==> src/rtl/vga_pkg.sv <==
// Shared definitions for the VGA prefetch slice: FSM encoding, MIG command
// constant and default screen geometry.
package vga_pkg;

  typedef enum logic [1:0] {
    IDLE  = 2'd0,
    CMD   = 2'd1,
    READ  = 2'd2,
    DRAIN = 2'd3
  } state_t;

  localparam logic [2:0] MIG_INSTR_READ = 3'b001;

  localparam int unsigned DEF_SCREEN_W = 256;
  localparam int unsigned DEF_SCREEN_H = 192;

endpackage

==> src/rtl/vga_block_ram.sv <==
// Line buffer storage: 32-bit word write port, 8-bit registered byte read port.
// Byte lane n of a word holds byte address {word, n} (little-endian).
module vga_block_ram #(
  parameter int unsigned DEPTH = 256
) (
  input  logic                     clk,
  input  logic                     wr_en,
  input  logic [$clog2(DEPTH)-3:0] wr_addr,
  input  logic [31:0]              wr_data,
  input  logic [$clog2(DEPTH)-1:0] rd_addr,
  output logic [7:0]               rd_data
);

  localparam int unsigned AW = $clog2(DEPTH);

  logic [31:0] mem [DEPTH/4];

  // Word write and registered byte-lane read.
  always_ff @(posedge clk) begin
    if (wr_en) begin
      mem[wr_addr] <= wr_data;
    end
    rd_data <= mem[rd_addr[AW-1:2]][{rd_addr[1:0], 3'b000} +: 8];
  end

endmodule

==> src/rtl/vga_line_prefetch.sv <==
// Frame-byte prefetcher: keeps a ring buffer of upcoming pixels filled with
// burst reads from a MIG user port, and serves them to the scan-out logic.
module vga_line_prefetch
  import vga_pkg::*;
#(
  parameter int unsigned SCREEN_W    = DEF_SCREEN_W,
  parameter int unsigned SCREEN_H    = DEF_SCREEN_H,
  parameter int unsigned BUF_BYTES   = 256,
  parameter int unsigned BURST_WORDS = 16,
  parameter logic [13:0] MEM_PREFIX  = 14'h0,
  localparam int unsigned AW = $clog2(BUF_BYTES),
  localparam int unsigned FW = $clog2(SCREEN_W * SCREEN_H)
) (
  input  logic          clk,
  input  logic          rst_n,
  input  logic [AW-1:0] rd_addr,
  input  logic          pop,
  input  logic          flush,
  input  logic [FW-1:0] flush_addr,
  output logic [7:0]    rgb,
  output logic          empty,
  output logic          underflow,
  output logic          mem_err,
  output logic          mem_cmd_en,
  output logic [2:0]    mem_cmd_instr,
  output logic [5:0]    mem_cmd_bl,
  output logic [29:0]   mem_cmd_byte_addr,
  input  logic          mem_cmd_full,
  output logic          mem_rd_en,
  input  logic [31:0]   mem_rd_data,
  input  logic          mem_rd_empty,
  input  logic          mem_rd_error
);

  localparam int unsigned FRAME = SCREEN_W * SCREEN_H;
  localparam int unsigned CW    = $clog2(BURST_WORDS + 1);
  localparam int unsigned LW    = 30 - 14;

  localparam logic [FW-1:0] HEAD_LAST   = FW'(FRAME - 1);
  localparam logic [FW-1:0] TAIL_LAST   = FW'(FRAME - 4);
  localparam logic [AW:0]   BUF_FULL    = (AW+1)'(BUF_BYTES);
  localparam logic [AW:0]   BURST_BYTES = (AW+1)'(4 * BURST_WORDS);
  localparam logic [CW-1:0] LAST_IDX    = CW'(BURST_WORDS - 1);

  logic [1:0]    rst_sync;
  logic          rst_i;
  state_t        state;
  logic [FW-1:0] head;
  logic [FW-1:0] tail;
  logic [AW:0]   valid_len;
  logic [CW-1:0] word_cnt;

  logic          word_acc;
  logic          last_word;
  logic          ram_we;
  logic          pop_ok;
  logic          space_ok;
  logic [FW-1:0] head_next;
  logic [FW-1:0] tail_next;
  logic [FW-1:0] flush_base;
  logic          unused_flush_lsb;

  // Reset asserts asynchronously but releases on a clock edge.
  always_ff @(posedge clk or negedge rst_n) begin
    if (!rst_n) begin
      rst_sync <= '0;
    end else begin
      rst_sync <= {rst_sync[0], 1'b1};
    end
  end

  assign rst_i = rst_sync[1];

  assign empty             = (valid_len == '0);
  assign mem_cmd_instr     = MIG_INSTR_READ;
  assign mem_cmd_bl        = 6'(BURST_WORDS - 1);
  assign mem_cmd_byte_addr = {MEM_PREFIX, LW'(tail)};

  // The command strobe and read strobe follow the port flags within the
  // cycle so a single-cycle pulse lands exactly when the port can take it.
  assign mem_cmd_en = (state == CMD) && !mem_cmd_full;
  assign mem_rd_en  = ((state == READ) || (state == DRAIN)) && !mem_rd_empty;

  assign word_acc   = mem_rd_en;
  assign last_word  = word_acc && (word_cnt == LAST_IDX);
  assign ram_we     = (state == READ) && word_acc && !flush;
  assign pop_ok     = pop && !empty && !flush;
  assign space_ok   = (BUF_FULL - valid_len) >= BURST_BYTES;
  assign head_next  = (head == HEAD_LAST) ? '0 : head + 1'b1;
  assign tail_next  = (tail == TAIL_LAST) ? '0 : tail + FW'(4);
  assign flush_base = {flush_addr[FW-1:2], 2'b00};

  assign unused_flush_lsb = ^flush_addr[1:0];

  // Buffer bookkeeping: head/tail pointers, fill level and sticky flags.
  always_ff @(posedge clk or negedge rst_i) begin
    if (!rst_i) begin
      head      <= '0;
      tail      <= '0;
      valid_len <= '0;
      underflow <= 1'b0;
      mem_err   <= 1'b0;
    end else begin
      if (flush) begin
        head      <= flush_base;
        tail      <= flush_base;
        valid_len <= '0;
        underflow <= 1'b0;
      end else begin
        if (pop_ok) begin
          head <= head_next;
        end
        if (ram_we) begin
          tail <= tail_next;
        end
        case ({ram_we, pop_ok})
          2'b10:   valid_len <= valid_len + (AW+1)'(4);
          2'b01:   valid_len <= valid_len - 1'b1;
          2'b11:   valid_len <= valid_len + (AW+1)'(3);
          default: valid_len <= valid_len;
        endcase
        if (pop && empty) begin
          underflow <= 1'b1;
        end
      end
      // An error seen in the same cycle as a flush is kept rather than lost.
      if (mem_rd_error) begin
        mem_err <= 1'b1;
      end else if (flush) begin
        mem_err <= 1'b0;
      end
    end
  end

  // Burst sequencer. A flush after the command was accepted must still
  // swallow the outstanding burst, so it diverts to DRAIN instead of IDLE.
  always_ff @(posedge clk or negedge rst_i) begin
    if (!rst_i) begin
      state    <= IDLE;
      word_cnt <= '0;
    end else begin
      case (state)
        IDLE: begin
          if (space_ok) begin
            state <= CMD;
          end
        end
        CMD: begin
          word_cnt <= '0;
          if (flush) begin
            state <= mem_cmd_en ? DRAIN : IDLE;
          end else if (mem_cmd_en) begin
            state <= READ;
          end
        end
        READ: begin
          if (last_word) begin
            word_cnt <= '0;
            state    <= IDLE;
          end else begin
            if (word_acc) begin
              word_cnt <= word_cnt + 1'b1;
            end
            if (flush) begin
              state <= DRAIN;
            end
          end
        end
        DRAIN: begin
          if (last_word) begin
            word_cnt <= '0;
            state    <= IDLE;
          end else if (word_acc) begin
            word_cnt <= word_cnt + 1'b1;
          end
        end
        default: state <= IDLE;
      endcase
    end
  end

  vga_block_ram #(
    .DEPTH(BUF_BYTES)
  ) u_ram (
    .clk     (clk),
    .wr_en   (ram_we),
    .wr_addr (tail[AW-1:2]),
    .wr_data (mem_rd_data),
    .rd_addr (rd_addr),
    .rd_data (rgb)
  );

endmodule

==> config.mk <==
export PLATFORM = sky130hd
export DESIGN_NAME = vga_line_prefetch
export DESIGN_NICKNAME = d
export VERILOG_FILES = /design/src/rtl/vga_pkg.sv /design/src/rtl/vga_block_ram.sv /design/src/rtl/vga_line_prefetch.sv
export SDC_FILE = /design/constraint.sdc
export NUM_CORES = 2
export LEC_CHECK = 0
export CORE_MARGIN = 5
export CORE_UTILIZATION = 45
export CTS_CLUSTER_SIZE = 8
export DETAILED_ROUTE_END_ITERATION = 10
export GPL_TIMING_DRIVEN = 1
export HOLD_SLACK_MARGIN = 0.15
export PLACE_DENSITY_LB_ADDON = 0.08
export SLEW_MARGIN = 20
export SYNTH_ARGS = -nofsm -noshare
export SYNTH_HDL_FRONTEND = slang
export SYNTH_SLANG_ARGS = --single-unit
==> constraint.sdc <==
create_clock -name clk -period 2.5 [get_ports clk]
set_input_delay 0.5 -clock clk [delete_from_list [all_inputs] [get_ports clk]]
set_output_delay 0.5 -clock clk [all_outputs]
set_load 0.01 [all_outputs]
==> impl_results.rst <==
.. list-table::
   :header-rows: 1

   * - Metric
     - Value
   * - Status
     - finished with violations
   * - Violated checks
     - negative setup slack
   * - Final ANT Viol Nets
     - 0
   * - Total routing resource utilization after global routing
     - 23.97%
   * - Total congestion overflow
     - 0
   * - Peak supply drop
     - 616.3 uV
   * - Power density over the cells
     - 818.2 mW/mm^2
   * - Drt first pass iters
     - 5
   * - Netlist area before placement
     - 0.08049 sq mm
   * - Total of fill cells in the finished design
     - 13210
   * - Min Clock Period, post-route
     - 2.814 ns
   * - Gp weighted congestion
     - 0.8075
   * - Critical path startpoint
     - valid_len[2]
   * - Main combinational cell family by area after synthesis
     - multiplexers
   * - Series of cell instances along the critical path
     - inv_2 -> ha_4 -> nand3_4 -> nor3_4 -> ha_2 -> buf_6 -> nor2b_4 -> nand3_4 -> ha_4 -> buf_6 -> o21a_1 -> o21a_1 -> o21ai_2 -> a21boi_2 -> o21ai_2 -> nor4_1 -> a311o_1
   * - Total of warnings raised by yosys
     - 0
   * - Number of CTS-inserted buffers
     - 311
   * - Combined buffer and inverter count along the critical path
     - 3
   * - Headroom to the max-slew limit
     - 38.56%
   * - Wire length per cell
     - 32.54 um
   * - Number of enable-type register cells in the synthesized netlist
     - 2048
   * - Yosys reg bits
     - 2090
   * - Final max-slew violation count
     - 0
   * - Multiplexer fraction of the synthesized cell area
     - 16.06%
   * - Fraction of layout cells with a size suffix above 1
     - 35.37%
   * - Worst clock skew on the final layout
     - 0.03886 ns
   * - Sort of element at the end of the critical path
     - flop
   * - Vias per Instance
     - 6.022
   * - Smallest setup slack after layout
     - -0.3137 ns
   * - Share of the synthesized area in compound gates (AO/OA/AOI/OAI)
     - 2.531%
   * - Startpoint types
     - flop
   * - Cell at the root of the clock tree
     - clkbuf_16
   * - Worst flop-to-flop path endpoint
     - valid_len[7]
   * - Reg2Reg Launch Point
     - valid_len[2]
   * - Final setup violating endpoints
     - 6
   * - Hold Crit Class
     - input port to flop
   * - Xor and xnor fraction of the mapped netlist area
     - 0.1959%
   * - Basic-gate share of the synthesized area counting and, or, nand and nor cells
     - 1.814%
   * - Required time worst endpoint
     - 3.28 ns
   * - Longest individual stage delay on the worst path
     - 0.36 ns
   * - PnR Total Power
     - 81160 uW
   * - Number of antenna violations at the first check in global routing
     - 22
   * - Post-route fraction of the period consumed by the critical path
     - 112.5%
   * - Stages on worst setup path
     - 17
   * - Critical path data arrival time
     - 3.59 ns
   * - Die boundary height
     - 432.9 um
   * - FF-to-FF path depth
     - 17
   * - Adder and majority gate portion of the synthesized area
     - 0.2176%
   * - Vias in the first global route
     - 43090
   * - Area added between synthesis and finish
     - 23.24%
   * - Post-Route WL
     - 222.8 mm
   * - Net total in the final layout
     - 4479
   * - Overall via count from detail_route
     - 41220
   * - Final hold violation count
     - 0
   * - Least-Margin Pin Slew
     - 0.9217 ns
   * - Most common cell after layout, fill and taps aside
     - edfxtp_1
   * - Timing endpoint of the critical path
     - valid_len[7]
   * - Commonest non-fill, non-tap cells in the layout
     - edfxtp_1 (2048), mux4_2 (523), buf_4 (371)
   * - Post-synth ARST share
     - 1.627%
   * - Max frequency
     - 355.4 MHz
   * - Dpl ws
     - -1.357 ns
   * - Post-synth top flop
     - edfxtp_1
   * - Wire length of the first global-routing pass
     - 315.8 mm
   * - Placed Cells
     - 6401
   * - Placeable core region
     - 0.1782 sq mm
   * - Total number of placement rows
     - 155
   * - Gate Count Post-Synth
     - 3604
   * - Clk_lat worst skew
     - 0.92 ns
   * - Synthesized area per cell
     - 22.33 sq um
   * - Detailed-placement wirelength estimate
     - 137.1 mm
   * - Max-cap violations
     - 0
   * - H-Tree Level Count
     - 5
   * - Cell count of the worst hold path
     - 3
   * - Clock tree from TritonCTS
     - done
   * - Combined flip-flop and latch cell area
     - 0.06252 sq mm
   * - Leak Pwr
     - 0.03231 uW
   * - Width of the die
     - 432.9 um
   * - Initial Util
     - 45.16%
   * - Sequential area share after synthesis
     - 77.66%
   * - Multi-input gate area in the final layout
     - 0.01759 sq mm
   * - Area of the die
     - 0.1874 sq mm
   * - Setup Crit Path Kind
     - flop to flop
   * - Flop2flop setup slack
     - -0.31 ns
   * - Critical path's slowest cell
     - dfrtp_1
   * - Unrepaired setup endpoints after global routing
     - yes
   * - Crit path max fanout
     - 3
   * - Count of pins on the block boundary
     - 115
   * - Largest net degree at the start of global routing
     - 65
   * - Library cells used by synthesis
     - 61
   * - Total of buffers placed on input and output ports
     - 87
   * - Clock sink total
     - 2090
   * - Util after Layout
     - 55.66%
   * - Number of standard cells in the layout, taps in and fillers out
     - 6845
   * - Remaining routing DRC violations
     - 0
   * - Number of violations reported at the end of detailed-routing iteration 0
     - 4164
   * - Buffers from clock root to sink, at most
     - 4
   * - Family with the most delay on the worst path
     - compound AO/OA/AOI/OAI gates
   * - Sum Neg Setup Slack
     - -1.378 ns
   * - CTS clock-pin slew for the worst setup and hold paths
     - 0.05 ns
what timing repair did:
item	in CTS	in global routing
buffers inserted	16	9
pin swaps	17	14
hold buffers	18	1
endpoints found under the setup margin	22	15
resized for setup	52	15
gates cloned	0	0
hold endpoints to repair	489	37
worst min-delay path by stage:
stage                             start          end  slack (ns)
final                     flush_addr[2]      tail[2]        0.22
after CTS                 flush_addr[2]      tail[2]        0.15
after floorplan                   rst_n  rst_sync[0]        0.20
after global routing      flush_addr[4]      tail[4]        0.19
after detailed placement    rst_sync[1]     tail[12]        0.30
after global placement      rst_sync[1]     tail[11]        0.29
Yosys cell counts, drive strengths merged (4+ instances only):
library cell | instances | area [sq um]
a221o | 7 | 70.07
dfxtp | 8 | 160.2
xor2 | 9 | 78.83
mux4 | 523 | 11780
a22o | 9 | 78.83
nor3b | 4 | 30.03
nand2 | 83 | 311.6
nor2b | 13 | 81.33
buf | 147 | 885.8
nand3b | 5 | 37.54
inv | 13 | 48.79
a21boi | 7 | 52.55
a211oi | 18 | 135.1
clkbuf | 75 | 281.5
nand4b | 5 | 43.79
a21oi | 61 | 305.3
o21a | 5 | 37.54
o21ai | 36 | 180.2
dfrtp | 34 | 850.8
nand4 | 13 | 81.33
a22oi | 66 | 495.5
nor4 | 6 | 37.54
edfxtp | 2048 | 61500
a211o | 5 | 43.79
ha | 14 | 175.2
nor2 | 105 | 394.1
and3 | 15 | 93.84
nor3 | 10 | 50.05
a31oi | 12 | 75.07
nand3 | 39 | 195.2
mux2i | 115 | 1151
o221ai | 36 | 315.3
o22ai | 16 | 100.1
xnor2 | 9 | 78.83
metal layers:
metal	vias up	global-route usage, %	part of all wire [%]
li1	16830	-	-
met1	22190	32.68	40
met2	1852	38.30	48
met3	355	6.379	8.9
met4	4	7.220	2.8
met5	-	0	0.015
cells by family (layout without fill, tap and decap cells):
family / after synthesis / after routing
flops: 2090 / 2090
mux: 638 / 638
simple gates: 312 / 312
compound gates: 295 / 295
buf+inv: 235 / 1091
xor+xnor: 18 / 18
fa+ha+maj: 14 / 14
other cells: 2 / 32
registers in the layout, indices dropped and copies added, names as in the netlist:
name,flops
word_cnt,5
u_ram.rd_data,8
state,2
rst_sync,2
tail,14
u_ram.mem,2048
underflow,1
valid_len,9
mem_err,1
layout make-up:
class	instances	share of cell area [%]
inverters	13	0.05424
well taps	2355	2.970
repair buffers	683	7.833
clock inverters	6	0.07190
flip-flops and latches	2090	63.03
diodes	6	0.01514
clock buffers	389	8.291
multi-input cells	1303	17.74
per-stage QoR:
step | instance area, sq um | hold WS (ns)
3_5_place_dp | 90350 | 0.2969
2_1_floorplan | 81170 | 0.2044
3_3_place_gp | 90350 | 0.2942
6_report | 99200 | 0.2182
5_1_grt | 99190 | 0.1865
4_1_cts | 99070 | 0.1523
tightest hold or removal path: cells and delay by family:
family	cells	cell delay (ns)
buffers and inverters	1	0.46
and+or+nand+nor	1	0.05
AOI/OAI and AO/OA	1	0.06
power by group:
part	switching [uW]	total, uW	internal, uW
registers	176	38900	38800
clock network	13700	36300	22600
logic	3230	5930	2700
total	17100	81200	64000
No activity file was read; power rests on OpenSTA's default activity.
